`src/rtl/rr_arb_mux.sv`:
```
// N-channel arbiter/mux with a single registered output stage.
// MODE=0 gives fixed lowest-index priority, MODE=1 gives round robin starting after the last winner.
module rr_arb_mux #(
  parameter int N    = 4,
  parameter int W    = 8,
  parameter int MODE = 1,
  parameter int SW   = $clog2(N)
) (
  input  logic           clk,
  input  logic           reset,
  input  logic [N*W-1:0] in_data,
  input  logic [N-1:0]   in_valid,
  output logic [N-1:0]   in_ready,
  output logic [W-1:0]   out_data,
  output logic [SW-1:0]  out_sel,
  output logic           out_valid,
  input  logic           out_ready
);

  logic [SW-1:0] ptr;
  logic [SW-1:0] grant;
  logic [SW-1:0] idx_s;
  logic [W-1:0]  grant_data;
  logic          any_valid;
  logic          load;
  logic          accept;
  int            idx;

  // Search downward so the candidate nearest the pointer (or index 0) is the last one written and wins.
  always_comb begin
    grant = '0;
    idx   = 0;
    idx_s = '0;
    if (MODE == 0) begin
      for (int i = N - 1; i >= 0; i--) begin
        if (in_valid[i]) grant = SW'(i);
      end
    end else begin
      for (int k = N; k >= 1; k--) begin
        idx   = (int'(ptr) + k) % N;
        idx_s = idx[SW-1:0];
        if (in_valid[idx_s]) grant = idx_s;
      end
    end
  end

  always_comb begin
    grant_data = '0;
    for (int i = 0; i < N; i++) begin
      if (grant == SW'(i)) grant_data = in_data[i*W +: W];
    end
  end

  assign any_valid = |in_valid;
  assign load      = !out_valid || out_ready;
  assign accept    = load && any_valid && !reset;

  always_comb begin
    in_ready = '0;
    for (int i = 0; i < N; i++) begin
      in_ready[i] = accept && (grant == SW'(i));
    end
  end

  // An idle load clears out_valid but leaves the last data/index in place.
  always_ff @(posedge clk) begin
    if (reset) begin
      out_valid <= 1'b0;
      out_data  <= '0;
      out_sel   <= '0;
      ptr       <= SW'(N - 1);
    end else if (load) begin
      out_valid <= any_valid;
      if (any_valid) begin
        out_data <= grant_data;
        out_sel  <= grant;
        ptr      <= grant;
      end
    end
  end

endmodule
```
`config.mk`:
```
export PLATFORM = sky130hd
export DESIGN_NAME = rr_arb_mux
export DESIGN_NICKNAME = d
export VERILOG_FILES = /design/src/rtl/rr_arb_mux.sv
export SDC_FILE = /design/constraint.sdc
export NUM_CORES = 1
export LEC_CHECK = 0
export CORE_ASPECT_RATIO = 1.2
export CORE_MARGIN = 2
export CORE_UTILIZATION = 37
export DETAILED_ROUTE_END_ITERATION = 6
export GPL_TIMING_DRIVEN = 0
export PLACE_DENSITY = 0.76
export SYNTH_ARGS = -nofsm -noshare
export SYNTH_HDL_FRONTEND = slang
export SYNTH_SLANG_ARGS = --single-unit
```
`constraint.sdc`:
```
create_clock -name clk -period 2.3 [get_ports clk]
set_input_delay 0.46 -clock clk [delete_from_list [all_inputs] [get_ports clk]]
set_output_delay 0.46 -clock clk [all_outputs]
set_load 0.01 [all_outputs]
```
==> results of run 1 <==
-- worst reg2reg max path, cell delays in order (launching register included) --
cell and delay, ns:
dfxtp_2 0.40, mux2i_1 0.22, o22ai_1 0.11, o21bai_1 0.19
buf_4 0.15, mux2_4 0.29, a221o_1 0.34
-- through the flow --
| step | setup slack, ns | util [%] |
|---|---|---|
| after floorplan | 0.319 | - |
| after global placement | -0.844 | 63.7 |
| final | 0.0681 | 70.0 |
| after CTS | 0.00609 | 69.7 |
| after detailed placement | -0.838 | 63.7 |
| after global routing | 0.00625 | 70.0 |
-- cell type report --
type	count	area, µm²
clock buffer	4	26.3
buffer	5	46.3
timing repair buffer	65	592
sequential	13	262
tap	31	38.8
multi-input combinational	85	667
fill	205	698
-- per-layer routing --
metal	vias up	track usage, %	part of all wire [%]
met4	0	8.33	0.99
met3	2	3.05	3.8
met1	495	23.9	43
met2	32	38.7	53
li1	518	-	-
met5	-	0	0
-- logic make-up (layout without fill, tap and decap cells) --
logic type | after synthesis | in the layout | share of synthesized area (%)
simple gates | 49 | 49 | 28.7
compound gates | 19 | 19 | 19.1
mux | 17 | 17 | 19.9
flops | 13 | 13 | 28.1
buf+inv | 5 | 74 | 4.19
-- where the power goes --
| group | switching (mW) | internal, mW |
|---|---|---|
| clock | 0.0768 | 0.0672 |
| sequential | 0.0206 | 0.256 |
| combinational | 0.154 | 0.217 |
-- worst max-delay path by stage --
stage,start,to,depth (start not counted)
floorplan,reset,in_ready[0],5
global placement,in_valid[1],in_ready[1],7
detailed placement,in_valid[0],in_ready[1],7
CTS,out_ready,in_ready[2],7
global route,in_valid[2],in_ready[0],8
finish,out_ready,in_ready[1],7
-- registers in the layout, summed over array words and instances (netlist names) --
name	cells
ptr	2
out_data	8
out_sel	2
out_valid	1
-- cell usage in the layout (no fill, tap or decap), types with 2 or more instances in the layout --
cell	n
nand2b_1	2
o211ai_1	2
clkdlybuf4s50_1	44
nand3_1	16
mux2_2	4
nand2_1	9
buf_4	14
nor3_1	2
mux2i_1	9
nand3b_1	2
mux2_1	3
nand2_4	2
o211ai_2	5
o21bai_1	2
a21oi_1	3
buf_6	3
dfxtp_1	12
clkbuf_4	3
buf_2	3
dlygate4sd2_1	2
nor2_1	6
clkbuf_2	3
nor2_2	2
-- what timing repair did --
action,4_1_cts,5_1_grt
hold endpoints to repair,0,0
gates resized for setup,27,7
pin swaps,5,0
hold buffers,0,0
setup buffers,11,2
setup endpoints to repair,4,3
-- synthesized netlist by cell type, types with 2 or more instances --
master,n,area share [%]
a21oi_1,4,2.2
buf_4,3,2.4
dfxtp_1,13,28
mux2_1,3,3.7
mux2_2,4,4.9
mux2i_1,9,9.7
nand2_1,11,4.5
nand2b_1,3,2.0
nand3_1,16,8.7
nand3b_1,2,1.6
nor2_1,7,2.8
nor3_1,2,1.1
o211ai_1,2,1.6
o211ai_2,5,6.8
o21bai_1,2,1.6
==> flow_metrics.tcl, run 1 <==
set metrics [dict create \
    portBuffers 52 \
    yosys_warnings 0 \
    antenna_left 0 \
    routed_wl_um 2930 \
    grt_usage_pct 20.8 \
    numCtsBuffers 3 \
    fin_setup_tns_ns 0 \
    placementRows 19 \
    finalCritPeriodShare_pct 97.0 \
    crit_path_end_kind "output pin" \
    die_x_um 49.6 \
    clk_pin_slew_ns 0.08 \
    grt_max_degree 11 \
    ys_seq_area_share_pct 28.1 \
    rsz0062_at_grt "no" \
    clk_path_buf_depth 2 \
    critPathKind "primary input to output pin" \
    maxSlewHeadroom_pct 80.2 \
    place_inst 186 \
    worstHoldEndpoint "out_sel[1]" \
    vias 1047 \
    syn_area_um2 925 \
    root_buffer "clkbuf_4" \
    gp_congestion 0.757 \
    maxSlewViolCount 0 \
    max-cap-violations 0 \
    regToRegSetupSlack_ns 0.49 \
    syn_to_final_growth_pct 76.5 \
    synth-edff-count 0 \
    dieArea_um2 2920 \
    ir_worst_vdd_uv 337 \
    async_flop_share_pct 0 \
    holdWs_ns 0.472 \
    p_leak_nw 0.661 \
    cp_slowest_cell "clkdlybuf4s50_1" \
    core_um2 2330 \
    status "finished, final reports clean" \
    cts-htree-levels 1 \
    start_util_pct 39.7 \
    rr_startpoint "ptr[1]" \
    cts.sinks 13 \
    tightest_slew_ns 0.294 \
    cts_tree "done" \
    stdcell_area_um2 1630 \
    fmax_ghz 0.448 \
    power_uw 792 \
    finalHoldViolations 0 \
    crit_path_cell_trace "clkdlybuf4s50_1, nand2b_4, nor3b_4, buf_6, nand2_4, nor2_1, buf_2" \
    cp_slowest_stage_delay_ns 0.45 \
    ys_types 32 \
    via_per_inst 5.16 \
    drtPass1Iterations 5 \
    ys_ff_latch 13 \
    hp-class "flip-flop to flip-flop" \
    min_path_cells 2 \
    die_y_um 58.8 \
    synthCells 103 \
    drt-initial-drc-count 17 \
    drcViolationCount 0 \
    layout-drive-gt1-share_pct 29.7 \
    crit_required_ns 1.84 \
    antennaDiodeCount 0 \
    grt_antenna_before_repair 0 \
    instances_no_fill 203 \
    r2r.worst_path.cells 6 \
    min_period_ns 2.23 \
    dpl_cell_area_um2 1480 \
    setup_viol 0 \
    dp_hpwl_um 2080 \
    avgRoutedWirePerCell_um 14.4 \
    grt_overflow 0 \
    syn_nets 142 \
    arrival_ns 1.77 \
    grt_pass1_wl_um 4640 \
    hp-start "out_sel[1]" \
    cp-start-kind "primary input" \
    cp_max_fo 7 \
    synth_ff_type "dfxtp_1" \
    fin_worst_skew_ns 0.00283 \
    grt_pass1_vias 1036 \
    power_density_nw_per_um2 485 \
    path_delay_family "buffers and inverters" \
    ios 54 \
    clk-insertion-delay-late_ns 0.27 \
    crit_buf_inv 3 \
    r2r-end "out_data[2]" \
    synth.avg_cell_area_um2 8.98 \
    nets 212 \
]
Power figures use the tool's default switching activity.
==> run 2, diff against run 1 <==
Settings changed: CORE_UTILIZATION 37 to 40, DONT_BUFFER_PORTS from default to 1, PLACE_DENSITY 0.76 to 0.51.
==> run 2 against run 1 <==
  * Highest routed layer unchanged
  * Final area down 38%
  * Critical path type is now flip-flop to output pin
  * Register-to-register slack better by 0.11 ns
  * Core utilization is 25 points lower
  * Largest cell class unchanged
  * Non-clock buffer count fell by 62
  * Flip-flop and latch count stayed put
==> flow_metrics.tcl, run 2 (synthesized netlist as in run 1, its figures left out) <==
set metrics [dict create \
    fillers 254 \
    reg_top3 "out_data (8), out_sel (2), ptr (2)" \
    die_x_um 47.9 \
    status "finished, final reports clean" \
    grt_pass1_vias 783 \
    maxSlewViolCount 0 \
    cp-start-kind "flip-flop" \
    clk_pin_slew_ns 0.08 \
    critPathKind "flip-flop to output pin" \
    finalCritPeriodShare_pct 94.1 \
    grt_antenna_before_repair 0 \
    regMostFlops "out_data" \
    dp_slack_ns 0.0521 \
    routed_wl_um 2170 \
    cp-startpoint "ptr[1]" \
    switching_share_pct 33.3 \
    fmax_ghz 0.462 \
    wl_met1_um 895 \
    rr_startpoint "ptr[1]" \
    drt-initial-drc-count 16 \
    highest_layer "met4" \
    final_util_pct 45.4 \
    gp_congestion 0.711 \
    antennaDiodeCount 0 \
    ios 54 \
    power_density_nw_per_um2 616 \
    setup_viol 0 \
    final_common_cell "nand3_1" \
    hp-start "in_valid[3]" \
    dieArea_um2 2710 \
    via_per_inst 5.71 \
    min_path_cells 2 \
    cts_tree "done" \
    cts.sinks 13 \
    setup_ws_ns 0.136 \
    worstHoldEndpoint "out_valid" \
    vias 805 \
    fin_worst_skew_ns 0.00179 \
    crit_required_ns 1.84 \
    avgRoutedWirePerCell_um 15.4 \
    r2r.worst_path.cells 5 \
    cts-htree-levels 1 \
    pwr-share-seq_pct 46.4 \
    arrival_ns 1.70 \
    rsz0062_at_grt "no" \
    cp_max_fo 10 \
    syn_to_final_growth_pct 9.74 \
    fin_setup_tns_ns 0 \
    crit_path_end_kind "output pin" \
    dp_hpwl_um 1710 \
    p_leak_nw 0.382 \
    wl_met2_um 1070 \
    nets 150 \
    regToRegSetupSlack_ns 0.60 \
    layout-drive-gt1-share_pct 26.4 \
    place_inst 134 \
    finalHoldViolations 0 \
    hp-class "primary input to flip-flop" \
    grt_usage_pct 17.6 \
    instances_no_fill 141 \
    layout_common_cells "nand3_1, dfxtp_1, nand2_1, mux2i_1, nor2_1" \
    drtPass1Iterations 4 \
    start_util_pct 41.4 \
    clk_path_buf_depth 2 \
    intPower_uw 417 \
    grt_pass1_wl_um 3430 \
    max-cap-violations 0 \
    grt_max_degree 11 \
    stdcell_area_um2 1010 \
    met3_length_um 187 \
    numCtsBuffers 3 \
    die_y_um 56.7 \
    dpl_cell_area_um2 963 \
    core_um2 2230 \
    min_period_ns 2.16 \
    portBuffers 0 \
    maxSlewHeadroom_pct 74.6 \
    p_clk_share_pct 22.6 \
    holdWs_ns 0.368 \
    drcViolationCount 0 \
    tightest_slew_ns 0.377 \
    switchingPower_uw 208 \
    antenna_left 0 \
    ir_worst_vdd_uv 324 \
    root_buffer "clkbuf_4" \
    clk-insertion-delay-late_ns 0.27 \
    power_frac_comb_pct 31.0 \
    grt_overflow 0 \
    largest_reg_flops 8 \
    placementRows 19 \
    r2r-end "out_data[2]" \
    power_uw 625 \
]
[run 2: cell count changes in the layout (fill, tap and decap cells not counted), moves of 2 or more]
cell | before | now
buf_2 | 3 | 1
buf_6 | 3 | 1
clkbuf_2 | 3 | 0
dlygate4sd2_1 | 2 | 0
buf_4 | 14 | 6
nand2_4 | 2 | 0
clkdlybuf4s50_1 | 44 | 0
[run 2: per-layer routing]
layer | vias up | GRT usage, %
li1 | 395 | -
met1 | 376 | 23.9
met2 | 32 | 25.7
met3 | 2 | 5.79
met4 | 0 | 5.79
met5 | - | 0
[run 2: worst max path at each step]
| stage | to | slack (ns) |
|---|---|---|
| floorplan | in_ready[0] | 0.32 |
| CTS | in_ready[0] | 0.04 |
| global placement | in_ready[0] | 0.05 |
| detailed placement | in_ready[0] | 0.05 |
| finish | in_ready[3] | 0.14 |
| global route | in_ready[2] | 0.02 |
[run 2: timing repair]
| action | 4_1_cts | 5_1_grt |
|---|---|---|
| pin swaps | 0 | 1 |
| buffers inserted | 1 | 2 |
| resized for setup | 1 | 0 |
| hold buffers | 0 | 0 |
| endpoints found under the setup margin | 2 | 2 |
[run 2: cell type report]
| cell class | instances | area [µm²] | share of cell area [%] |
|---|---|---|---|
| tap | 31 | 38.8 | 3.82 |
| clock buffer | 4 | 26.3 | 2.59 |
| sequential | 13 | 260 | 25.6 |
| buffer | 5 | 38.8 | 3.82 |
| multi-input combinational | 85 | 628 | 61.9 |
| timing repair buffer | 3 | 22.5 | 2.22 |
[run 2: critical path, cell delays in order (launching register included)]
cell     delay (ns)
dfxtp_1        0.37
a21oi_1        0.30
o31a_1         0.23
buf_4          0.18
nand2_1        0.13
nor2_1         0.21
[run 2: power groups by stage]
stage	sequential (mW)	clock, mW	combinational [mW]
6_report	0.290	0.141	0.193
3_3_place_gp	0.295	0	0.182
3_5_place_dp	0.296	0	0.186
5_1_grt	0.294	0.159	0.214
2_1_floorplan	0.289	0	0.158
4_1_cts	0.291	0.147	0.189
==> run 3, diff against run 2 <==
Settings changed: CORE_MARGIN 2 to 10, PLACE_DENSITY 0.51 to default.
==> run 3 against run 2 <==
  * Final cell count is 1.4% higher
  * Non-clock buffer count is 2 higher
  * First-iteration DRC count is 6.3% lower
  * Clock skew is 0.0043 ns higher
  * Worst hold slack worse by 0.010 ns
  * Count of clock-buffer cells in the layout stayed put
  * Critical path depth is 1 lower
  * Via count is 1.5% higher
  * Global-route usage is 6.2 points lower
  * Register-to-register slack better by 0.05 ns
  * Final area is 2.5% higher
  * Critical path type unchanged
  * Critical endpoint is now in_ready[1]
  * Largest power group unchanged
  * Highest routed layer unchanged
==> flow_metrics.tcl, run 3 (synthesized netlist as in run 1, its figures left out) <==
set metrics [dict create \
    power_uw 638 \
    crit_required_ns 1.84 \
    clk_path_buf_depth 2 \
    finalHoldViolations 0 \
    setup_ws_ns 0.119 \
    cts-htree-levels 1 \
    r2r.worst_path.cells 5 \
    grt_antenna_before_repair 0 \
    clk_pin_slew_ns 0.08 \
    status "finished, final reports clean" \
    crit_path_cell_trace "and3b_2, o31ai_4, nand2_2, nor2_1" \
    regMostFlops "out_data" \
    dieArea_um2 4640 \
    antennaDiodeCount 0 \
    dp_hpwl_um 2160 \
    gp_congestion 0.763 \
    grt_pass1_vias 841 \
    maxSlewViolCount 0 \
    grt_util_met2_pct 19.0 \
    root_buffer "clkbuf_4" \
    nets 152 \
    clk-insertion-delay-late_ns 0.27 \
    busiest_layer "met2" \
    layout_common_cells "nand3_1, dfxtp_1, nand2_1, mux2i_1, buf_4" \
    multi_input_area_um2 637 \
    grt_pass1_wl_um 4220 \
    ir_worst_vdd_uv 331 \
    max-cap-violations 0 \
    holdWs_ns 0.358 \
    cts.sinks 13 \
    grt_overflow 0 \
    finalCritPeriodShare_pct 94.8 \
    hp-class "primary input to flip-flop" \
    min_period_ns 2.18 \
    syn_to_final_growth_pct 12.4 \
    maxSlewHeadroom_pct 75.3 \
    core_um2 2260 \
    routed_wl_um 2700 \
    drt-initial-drc-count 15 \
    tightest_slew_ns 0.368 \
    power_density_nw_per_um2 614 \
    drtPass1Iterations 4 \
    largest_reg_flops 8 \
    setup_viol 0 \
    fin_setup_tns_ns 0 \
    grt_usage_pct 11.4 \
    fin_worst_skew_ns 0.00611 \
    reg_top3 "out_data (8), out_sel (2), ptr (2)" \
    antenna_left 0 \
    cp_slowest_cell "dfxtp_1" \
    portBuffers 0 \
    placementRows 19 \
    cp_slowest_stage_delay_ns 0.38 \
    die_x_um 63.9 \
    met1_usage_pct 11.8 \
    drcViolationCount 0 \
    use_met3_pct 6.14 \
    instances_no_fill 143 \
    start_util_pct 40.9 \
    p_leak_nw 0.392 \
    final_util_pct 46.0 \
    cp_max_fo 7 \
    final_common_cell "nand3_1" \
    vias 817 \
    ios 54 \
    arrival_ns 1.72 \
    crit_path_end_kind "output pin" \
    numCtsBuffers 3 \
    seqCellArea_um2 262 \
    place_inst 134 \
    cp-start-kind "flip-flop" \
    dpl_cell_area_um2 963 \
    avgRoutedWirePerCell_um 18.9 \
    die_y_um 72.7 \
    fmax_ghz 0.458 \
    via_per_inst 5.71 \
    fillers 229 \
    stdcell_area_um2 1040 \
    layout-drive-gt1-share_pct 31.3 \
    min_path_cells 2 \
    dp_slack_ns 0.0375 \
    critPathKind "flip-flop to output pin" \
    cts_tree "done" \
    grt_max_degree 11 \
]
==> run 3: cell types whose count changed in the layout (fill, tap and decap cells not counted), sizes merged <==
cell	before	now
buf	8	10
==> run 3: timing repair <==
action,4_1_cts,5_1_grt
resized for setup,1,4
hold buffers,0,0
hold endpoints to repair,0,0
setup endpoints to repair,3,4
pin swaps,0,1
buffers inserted,1,4
==> run 3: metal layers <==
layer	routed length (µm)	share of wire (%)	up-vias
li1	-	-	401
met1	1030	38	383
met2	1370	51	31
met3	289	11	2
met4	19	0.70	0
met5	0	0	-
==> run 3: where the power goes <==
group	internal [mW]	total (mW)	switching [mW]
clock network	0.0671	0.142	0.0749
logic	0.101	0.203	0.102
registers	0.256	0.293	0.0365
==> run 3: final cells by class <==
class | count | area share, %
multi-input combinational | 85 | 61.3
timing repair buffer | 5 | 3.61
sequential | 13 | 25.2
clock buffer | 4 | 2.53
buffer | 5 | 3.73
tap | 31 | 3.73
==> run 3: final timing paths <==
check | startpoint | endpoint | slack [ns]
setup / recovery | ptr[0] | in_ready[1] | 0.12
hold / removal | in_valid[3] | out_valid | 0.36
setup reg to reg | ptr[1] | out_data[2] | 0.65
hold reg to reg | out_sel[1] | out_sel[1] | 0.51
==> run 3: critical path, delay by kind of cell (launching register included) <==
kind / cells / cell delay (ns)
flops: 1 / 0.38
compound gates: 1 / 0.37
simple gates: 3 / 0.71
